`src/rtl/pc_sequencer.sv`:
```
// pc_sequencer: fetch-address sequencer with stall, branch, call/return RAS and halt.
// Optional PC_ALIGN_CHECK_EN forces loaded targets word-aligned and flags the correction.
module pc_sequencer #(
    parameter int WIDTH      = 32,
    parameter int RESET_ADDR = 0,
    parameter int STEP       = 4,
    parameter int RAS_DEPTH  = 4
) (
    input  logic                       CLK,
    input  logic                       reset,
    input  logic                       stall,
    input  logic                       halt,
    input  logic                       branch_taken,
    input  logic [WIDTH-1:0]           branch_target,
    input  logic                       call,
    input  logic [WIDTH-1:0]           call_target,
    input  logic                       ret,
    output logic [WIDTH-1:0]           pc,
    output logic                       valid,
    output logic [$clog2(RAS_DEPTH):0] ras_count,
    output logic                       ras_full,
    output logic                       ras_empty,
    output logic                       ret_underflow,
    output logic                       misaligned
);
    localparam int PW = $clog2(RAS_DEPTH);
    localparam int CW = PW + 1;

    typedef enum logic [1:0] {BOOT, RUN, HALT} state_e;

    state_e           state_q;
    logic [WIDTH-1:0] pc_q, pc_inc, tgt, tgt_fix;
    logic [WIDTH-1:0] ras_q [RAS_DEPTH];
    logic [PW-1:0]    top_q, top_up, top_dn;
    logic [CW-1:0]    cnt_q;
    logic             valid_q, unf_q, mis_q, mis_d;
    logic             go, do_br, do_call, do_ret, do_pop, load;

    assign go      = state_q == RUN && !stall && !halt;
    assign do_br   = go && branch_taken;
    assign do_call = go && !branch_taken && call;
    assign do_ret  = go && !branch_taken && !call && ret;
    assign do_pop  = do_ret && !ras_empty;
    assign load    = do_br || do_call || do_pop;
    assign pc_inc  = pc_q + WIDTH'(STEP);
    assign tgt     = do_br ? branch_target : do_call ? call_target : ras_q[top_q];
    assign top_up  = top_q == PW'(RAS_DEPTH - 1) ? '0 : top_q + 1'b1;
    assign top_dn  = top_q == '0 ? PW'(RAS_DEPTH - 1) : top_q - 1'b1;

`ifdef PC_ALIGN_CHECK_EN
    assign tgt_fix = {tgt[WIDTH-1:2], 2'b00};
    assign mis_d   = load && tgt[1:0] != 2'b00;
`else
    assign tgt_fix = tgt;
    assign mis_d   = 1'b0;
`endif

    assign pc            = pc_q;
    assign valid         = valid_q;
    assign ras_count     = cnt_q;
    assign ras_full      = cnt_q == CW'(RAS_DEPTH);
    assign ras_empty     = cnt_q == '0;
    assign ret_underflow = unf_q;
    assign misaligned    = mis_q;

    always_ff @(posedge CLK or posedge reset) begin
        if (reset) begin
            state_q <= BOOT;
            pc_q    <= WIDTH'(RESET_ADDR);
            valid_q <= 1'b0;
            top_q   <= PW'(RAS_DEPTH - 1);
            cnt_q   <= '0;
            unf_q   <= 1'b0;
            mis_q   <= 1'b0;
        end else begin
            mis_q <= mis_d;
            case (state_q)
                BOOT: begin
                    state_q <= RUN;
                    valid_q <= 1'b1;
                end
                RUN: if (!stall) begin
                    if (halt) begin
                        state_q <= HALT;
                        valid_q <= 1'b0;
                    end else begin
                        pc_q <= load ? tgt_fix : pc_inc;
                        // a full stack overwrites its oldest slot, so the count saturates
                        if (do_call) begin
                            top_q <= top_up;
                            cnt_q <= ras_full ? cnt_q : cnt_q + 1'b1;
                        end
                        if (do_pop) begin
                            top_q <= top_dn;
                            cnt_q <= cnt_q - 1'b1;
                        end
                        if (do_ret && ras_empty) unf_q <= 1'b1;
                    end
                end
                default: ;
            endcase
        end
    end

    always_ff @(posedge CLK)
        if (do_call) ras_q[top_up] <= pc_inc;
endmodule

```
`config.mk`:
```
export PLATFORM = sky130hd
export DESIGN_NAME = pc_sequencer
export DESIGN_NICKNAME = d
export VERILOG_FILES = /design/src/rtl/pc_sequencer.sv
export SDC_FILE = /design/constraint.sdc
export NUM_CORES = 1
export LEC_CHECK = 0
export CORE_ASPECT_RATIO = 1.25
export CORE_UTILIZATION = 52
export DETAILED_ROUTE_END_ITERATION = 16
export PLACE_DENSITY = 0.79
export SYNTH_ARGS = -nofsm -noshare
export SYNTH_HDL_FRONTEND = slang
export SYNTH_SLANG_ARGS = --single-unit
```
`constraint.sdc`:
```
create_clock -name CLK -period 3.1 [get_ports CLK]
set_input_delay 0.775 -clock CLK [delete_from_list [all_inputs] [get_ports CLK]]
set_output_delay 0.775 -clock CLK [all_outputs]
set_load 0.01 [all_outputs]
```
Word-level counts from Yosys, hierarchy flattened
Memory sizes are Yosys's and may differ from the RTL's.
Cells that the tools add are included.
W data, S select, Z words.
{"block": "totals", "elab_cells": 64, "mem_count": 1, "ff_bits": 41, "output_inout_bits": 40, "mem_bits_rw": 128}
{"block": "op_classes", "reduce_logical": 26, "bitwise_logic": 2, "n_eq_ne": 6, "n_mux": 18, "addsub": 5}
{"memory": "ras_q", "depth": 4, "word_bits": 32, "rd": 1, "rd_clocked_by_memory_dff": 0, "wr": 1, "line_no": "33", "source": "logic [WIDTH-1:0] ras_q [RAS_DEPTH];"}
{"operator": "$mux W32", "n": 3}
{"operator": "$add A32 B3 Y32 const B", "n": 1}
{"operator": "$mux W2", "n": 6}
{"operator": "$logic_and A1 B1 Y1", "n": 9}
{"operator": "$mux W3", "n": 3}
{"operator": "$reduce_and A4 Y1", "n": 2}
{"operator": "$reduce_and A3 Y1", "n": 2}
{"operator": "$logic_not A1 Y1", "n": 5}
{"operator": "$reduce_and A5 Y1", "n": 1}
{"operator": "$logic_not A2 Y1", "n": 2}
{"operator": "$mux W1", "n": 4}
{"operator": "$ne A2 B2 Y1 const B", "n": 2}
{"operator": "$pmux W2 S2", "n": 1}
{"operator": "$reduce_bool A2 Y1", "n": 2}
{"operator": "$add A3 B1 Y3 const B", "n": 1}
{"operator": "$eq A3 B3 Y1 const B", "n": 1}
{"operator": "$logic_not A3 Y1", "n": 1}
{"operator": "$sub A3 B1 Y3 const B", "n": 1}
{"operator": "$add A2 B1 Y2 const B", "n": 1}
{"operator": "$eq A2 B1 Y1 const B", "n": 1}
{"operator": "$eq A2 B2 Y1 const B", "n": 1}
{"operator": "$logic_or A1 B1 Y1", "n": 2}
{"operator": "$ne A2 B1 Y1 const B", "n": 1}
{"operator": "$not A1 Y1", "n": 2}
{"operator": "2 further kinds", "n": 2}

Depth between registers and ports, before layout
Gate-level depths: netlist of run 1.
{"block": "depth", "depth_word": 9, "mapped_depth": 11}

Least setup slack after synthesis of run 1
OpenSTA, ideal clock, no wires.
{"block": "synth_path", "path_type": "input to register", "from": "input port stall", "to": "memory ras_q[1][0] (enable)", "path_slack_ns": 0.037, "path_buffers": 2, "setup_ns": 0.392, "path_stages": 4, "t_required_ns": 2.708, "arrival_time_ns": 2.671, "path_cell_list": "nor4b_4 > clkbuf_1 > buf_1 > and3_1"}
{"block": "synth_via", "elab_chain_len": 7}
{"element": "start, declared", "line_no": "11", "source": "input logic stall,"}
{"element": "$logic_not A1 Y1"}
{"element": "$logic_and A1 B1 Y1 (2 in series)", "line_no": "39", "source": "assign go = state_q == RUN && !stall && !halt;"}
{"element": "$logic_and A1 B1 Y1 (2 in series)", "line_no": "41", "source": "assign do_call = go && !branch_taken && call;"}
{"element": "$mux W1", "line_no": "106", "source": "if (do_call) ras_q[top_up] <= pc_inc;"}
{"element": "$mux W1 (implied by the code)", "line_no": "106"}
{"element": "end, declared", "line_no": "33"}
No other way between the ends.

Worst setup path after layout of run 1
{"block": "layout_path", "from": "register cnt_q[0], in the netlist ras_count[0]", "to": "output port ras_empty"}
{"block": "layout_via", "elab_chain_len": 1}
{"element": "start, declared", "line_no": "35", "source": "logic [CW-1:0] cnt_q;"}
{"element": "start signal, assigned", "line_no": "91", "source": "cnt_q <= ras_full ? cnt_q : cnt_q + 1'b1;"}
{"element": "start signal, assigned", "line_no": "95", "source": "cnt_q <= cnt_q - 1'b1;"}
{"element": "$logic_not A3 Y1", "line_no": "62", "source": "assign ras_empty = cnt_q == '0;"}
{"element": "end, declared", "line_no": "22", "source": "output logic ras_empty,"}
No other way between the ends.

==> impl_metrics.yaml, run 1 <==
yosys:
  synth-adder-area-share_pct: 1.25
  synth_top_family_by_area: "compound AO/OA/AOI/OAI gates"
  yosys_register_bits: 168
  async_reset_ff_share_pct: 23.8
  synthXorXnorAreaFrac_pct: 3.27
  synth_cells: 582
  synth-simple-area-share_pct: 9.95
  muxShareOfSynthArea_pct: 10.0
  synth_compound_area_share_pct: 11.6
  synth_edf_count: 128
  synth_top_area_cell: "edfxtp_1"
  synth_top_area_share_pct: 47.9
  synth_nets: 661
  synth.avg_cell_area_um2: 13.8
  yosysUniqueCellTypes: 75
  synth.cell_area_um2: 8030
  ys_seq_area_share_pct: 60.4
  synth_warnings: 0
  synth_flop_cell: "edfxtp_1"
  synthTopCellsByArea: "edfxtp_1 (48%), dfrtp_1 (12%), mux4_2 (9.0%)"
finish:
  final_cell_mix: "edfxtp_1 (128), clkdlybuf4s50_1 (109), nand2_1 (50)"
  final_common_cell: "edfxtp_1"
  syn2layout_area_growth_pct: 25.0
  nets: 788
  fillers: 1054
  antenna_cells: 0
  drive_above_1_share_pct: 17.2
setup_path:
  critPathLaunch: "ras_count[0]"
  path_class: "register to output pin"
  critPathMaxFanout: 9
  cp.required_ps: 2320
  start_kind: "register"
  crit_arrival_ps: 1920
  r2r_start: "pc[2]"
  cp-end-kind: "output pin"
clock_tree:
  clkTransAtPathRegs_ps: 70
  clock_sinks: 168
  clk_latency_ps: 440
  ctsHoldBuffers: 0
  post_cts_buffers: 0
  cts_root_buffer: "clkbuf_16"
  clock_path_buffers: 2
  cts_max_level: 4
  cts_tree: "yes"
  cts.repair.resized: 0
  cts_made_buffers: 17
die:
  start_util_pct: 53.5
  pin_count: 111
  die_h_um: 141
  rows: 50
  dieArea_um2: 15900
  fp.dieW_um: 113
  core_um2: 15000
power:
  p_per_area_nw_per_um2: 573
  peakVddDrop_v: 0.000552
  power.leakage_uw: 0.00365
status:
  status: "finished, final reports clean"
sta:
  setup-tns-final_ps: 0
  finalHoldViolCount: 0
  worst_slew_pin_slew_ps: 679
  maxSlewHeadroom_pct: 54.3
  fmax_ghz: 0.371
  rsz0062_at_grt: "no"
  fin_hold_ws_ps: 519
  layout_min_cycle_time_ps: 2700
  slew_violations: 0
  skew_ps: 10.3
  period_share_pct: 87.0
  finalSetupViolCount: 0
placed_design:
  post-dp-hpwl_um: 15500
  place_congestion: 0.879
  portBuffers: 109
routing:
  ant_nets: 0
  dr.pass1.iters: 5
  totalWireLength_um: 22000
  drc: 0
  avgViaCountPerCell: 6.44
  num_vias: 5825
  wire_per_inst_um: 24.4
  drt_iter0_markers: 525
grt:
  grt_pass1_wl_um: 33500
  antenna_found_initial: 0
  grt_pass1_vias: 5903
  overflow: 0
  grtUsageTotal_pct: 29.0
  grt_start_max_net_pins: 41
run:
  drv_cap: 0
worst_hold_path:
  hold_class: "register to register"
  holdCritStartpoint: "ret_underflow"
[worst paths after layout]
kind / to / slack (ps) / cells after the start
min in group asynchronous: state_q[0] / 790 / 3
hold reg to reg: ret_underflow / 520 / 1
setup / recovery: ras_empty / 400 / 2
max in group asynchronous: pc[24] / 1890 / 3
setup reg to reg: ras_q[0][30] / 550 / 5
hold / removal: ret_underflow / 520 / 1
[power breakdown]
part / leakage [uW] / internal [uW] / switching [uW] / total (uW)
Clock: 0.000258 / 1030 / 902 / 1930
Combinational: 0.00172 / 553 / 490 / 1040
Sequential: 0.00167 / 2580 / 192 / 2780
[cell type report]
type / count / area (um^2) / share of cell area (%)
Clock inverter: 14 / 104 / 1.03
Clock buffer: 18 / 429 / 4.27
Inverter: 18 / 67.6 / 0.673
Tap cell: 182 / 228 / 2.27
Timing Repair Buffer: 150 / 1460 / 14.6
Multi-Input combinational cell: 354 / 2900 / 28.9
Sequential cell: 168 / 4850 / 48.3
[through the flow]
step | util [%] | worst slack [ps] | total power (uW) | area, um^2 | cells
3_5_place_dp | 63.3 | 103 | 3860 | 9510 | 872
6_report | 66.9 | 404 | 5750 | 10000 | 904
4_1_cts | 66.9 | 411 | 5770 | 10000 | 904
2_1_floorplan | - | 37.1 | 3380 | 8030 | 582
5_1_grt | 66.9 | 358 | 5940 | 10000 | 904
3_3_place_gp | 63.3 | 119 | 3820 | 9510 | 872
[layer usage]
| metal | global-route usage [%] | share of wire (%) | vias up |
|---|---|---|---|
| li1 | - | - | 2534 |
| met3 | 5.89 | 6.9 | 64 |
| met5 | 0 | 0 | - |
| met1 | 36.1 | 39 | 2894 |
| met4 | 16.4 | 3.9 | 0 |
| met2 | 47.5 | 50 | 333 |
[Yosys cell counts, types with 6 or more instances]
cell and n:
buf_2 8, dfrtp_1 38, mux2i_1 6, a21o_1 6
nor3_1 8, nor2_1 17, nand2_1 50, clkbuf_1 22
nand4_1 11, nand3_1 19, mux4_2 32, edfxtp_1 128
a31oi_1 7, inv_1 17, o21ai_0 26, xnor2_1 20
a21oi_1 21, and3_1 11, o22ai_1 12, xor2_1 10
ha_1 8
[logic make-up after synthesis]
logic type / after synthesis
flops: 168
simple gates: 143
compound gates: 132
buf+inv: 60
mux: 40
xor+xnor: 30
fa+ha+maj: 8
other cells: 1
[registers in the layout (all words and copies together), names as in the netlist]
name	count
state_q	2
pc	32
ras_count	3
ret_underflow	1
ras_q	128
top_q	2
[worst max-delay path: stages (launching register included)]
cell,delay [ps]
dfrtp_1,490
nor3_1,380
clkdlybuf4s50_1,610
No activity file was read; power rests on OpenSTA's default activity.
==> inputs of run 2 (changes only) <==
- ABC_AREA: default -> 1
- MAX_ROUTING_LAYER: default -> met4
- PLACE_DENSITY: 0.79 -> 0.78
==> run 2 against run 1 <==
- synthesized cell count rose by 82%
- register-to-register slack improved by 290 ps
- count of clock-buffer cells in the layout rose by 3
- sequential power rose by 19%
- critical path type unchanged
- clock power rose by 9%
- die area rose by 11%
- total power rose by 49%
- worst hold slack got worse by 35 ps
==> impl_metrics.yaml, run 2 <==
yosys:
  synth.cell_area_um2: 8890
  synth.avg_cell_area_um2: 8.38
  yosys_register_bits: 168
  synthTopCellsByCount: "nand2_1 (357), edfxtp_1 (128), nor2_1 (125)"
  yosysUniqueCellTypes: 40
  synthTopCellsByArea: "edfxtp_1 (43%), nand2_1 (15%), dfrtp_1 (11%)"
  synth_edf_count: 128
  synth_nets: 1140
  synth_top_area_cell: "edfxtp_1"
  ys_seq_area_share_pct: 54.5
  synth_cells: 1061
  synth_flop_cell: "edfxtp_1"
  synth_top_area_share_pct: 43.2
  async_reset_ff_share_pct: 23.8
  synth_warnings: 0
  synth.most_common_cell: "nand2_1"
clock_tree:
  cts.repair.resized: 0
  ctsHoldBuffers: 0
  cts_max_level: 4
  clk_latency_ps: 430
  clkTransAtPathRegs_ps: 60
  clock_path_buffers: 2
  cts_tree: "yes"
  cts_root_buffer: "clkbuf_16"
  clock_sinks: 168
  cts_made_buffers: 17
  post_cts_buffers: 0
die:
  pin_count: 111
  die_h_um: 148
  core_um2: 16800
  rows: 53
  dieArea_um2: 17600
  fp.dieW_um: 119
  start_util_pct: 53.0
power:
  clkPwrFrac_pct: 24.7
  p_switching_uw: 3140
  power_uw: 8550
  intPower_uw: 5420
  seqPwrFrac_pct: 38.8
  power.leakage_uw: 0.00479
  p_comb_share_pct: 36.5
  p_sw_share_pct: 36.7
  peakVddDrop_v: 0.000443
  p_per_area_nw_per_um2: 789
grt:
  grt_pass1_vias: 7306
  grt_pass1_wl_um: 38500
  grtUsageTotal_pct: 30.1
  overflow: 0
  grt_start_max_net_pins: 55
  antenna_found_initial: 0
worst_hold_path:
  hold_class: "register to register"
sta:
  rsz0062_at_grt: "no"
  finalSetupViolCount: 0
  fmax_ghz: 0.377
  layout_min_cycle_time_ps: 2650
  finalHoldViolCount: 0
  worst_slew_pin_slew_ps: 817
  fin_hold_ws_ps: 484
  period_share_pct: 85.5
  layout_setup_ws_ps: 449
  slew_violations: 0
  maxSlewHeadroom_pct: 45.5
  skew_ps: 6.41
setup_path:
  crit_family: "buffers and inverters"
  cp.required_ps: 2320
  critPathMaxFanout: 5
  crit_chain: "nor3_1 -> clkdlybuf4s50_1"
  cp_num_buf_inv: 1
  cp-end-kind: "output pin"
  crit_arrival_ps: 1880
  r2r_setup_slack_ps: 840
  path_class: "register to output pin"
  start_kind: "register"
  cp_slowest_cell: "clkdlybuf4s50_1"
  max_stage_delay_ps: 630
routing:
  ant_nets: 0
  wire_per_inst_um: 17.7
  dr.pass1.iters: 9
  num_vias: 7740
  totalWireLength_um: 24800
  drc: 0
  drt_iter0_markers: 736
  avgViaCountPerCell: 5.52
finish:
  nets: 1251
  final_util_pct: 64.6
  syn2layout_area_growth_pct: 21.8
  fin_area_um2: 10800
  final_cell_mix: "nand2_1 (357), edfxtp_1 (128), nor2_1 (121)"
  final_common_cell: "nand2_1"
  largest_reg_flops: 128
  regMostFlops: "ras_q"
  antenna_cells: 0
  drive_above_1_share_pct: 7.27
placed_design:
  place_congestion: 0.969
  portBuffers: 109
  pre_cts_ws_ps: 215
  place_area_um2: 10300
  post-dp-hpwl_um: 16900
status:
  status: "finished, final reports clean"
run:
  drv_cap: 0
-- run 2: cell types whose count changed in the layout (fill, tap and decap cells not counted), moves of 8 or more --
cell | previous run | this run
and3_1 | 11 | 0
inv_1 | 16 | 112
mux4_2 | 32 | 0
nand2_1 | 50 | 357
nand3_1 | 19 | 110
nand4_1 | 11 | 19
nor2_1 | 17 | 121
o211ai_1 | 4 | 16
o21ai_0 | 26 | 18
o22ai_1 | 12 | 0
xnor2_1 | 20 | 2
-- run 2: final timing paths --
path                                from             to  cells past startpoint
max reg2reg                     top_q[0]          pc[5]                      9
max in group asynchronous          reset          pc[4]                      3
min in group asynchronous          reset   ras_count[2]                      2
min reg2reg                ret_underflow  ret_underflow                      1
min                        ret_underflow  ret_underflow                      1
max                         ras_count[0]       ras_full                      2
-- run 2: worst reg2reg max path, delay by kind of cell, from the launching register on --
kind	cells	cell delay, ps
simple gates	5	420
buf+inv	2	960
compound gates	2	250
flops	1	530
-- run 2: cells by family after synthesis --
kind of cell	count (synthesis)	share of synthesized area, %
adders and majority gates	8	1.13
DFF	168	54.5
AOI/OAI and AO/OA	65	4.36
buffers and inverters	167	8.13
xor gates and xnor gates	13	1.28
and+or+nand+nor	639	30.6
other	1	0.0422
-- run 2: layer usage --
metal  vias to the layer above  track usage, %  share of wire, %
met3                        86            5.60               8.8
met5                         -               -                 0
li1                       3644               -                 -
met1                      3563            36.4                38
met4                         0            14.3               4.3
met2                       447            49.0                49
-- run 2: stage by stage --
stage	TNS, ps	std cells
2_1_floorplan	-18240	1061
3_3_place_gp	0	1373
3_5_place_dp	0	1373
4_1_cts	0	1403
5_1_grt	0	1403
6_report	0	1403
-- run 2: power by group through the flow --
stage | Sequential (uW) | Clock (uW) | Combinational [uW]
floorplan | 3300 | 0 | 1890
global placement | 3350 | 0 | 3000
detailed placement | 3350 | 0 | 3060
CTS | 3310 | 2110 | 3090
global route | 3350 | 2200 | 3470
finish | 3320 | 2110 | 3120
-- run 2: final cells by class --
type | count | area, um^2
Timing Repair Buffer | 142 | 1360
Clock buffer | 21 | 450
Fill cell | 1355 | 5940
Inverter | 117 | 439
Sequential cell | 168 | 4850
Tap cell | 220 | 275
Clock inverter | 9 | 128
Multi-Input combinational cell | 726 | 3330
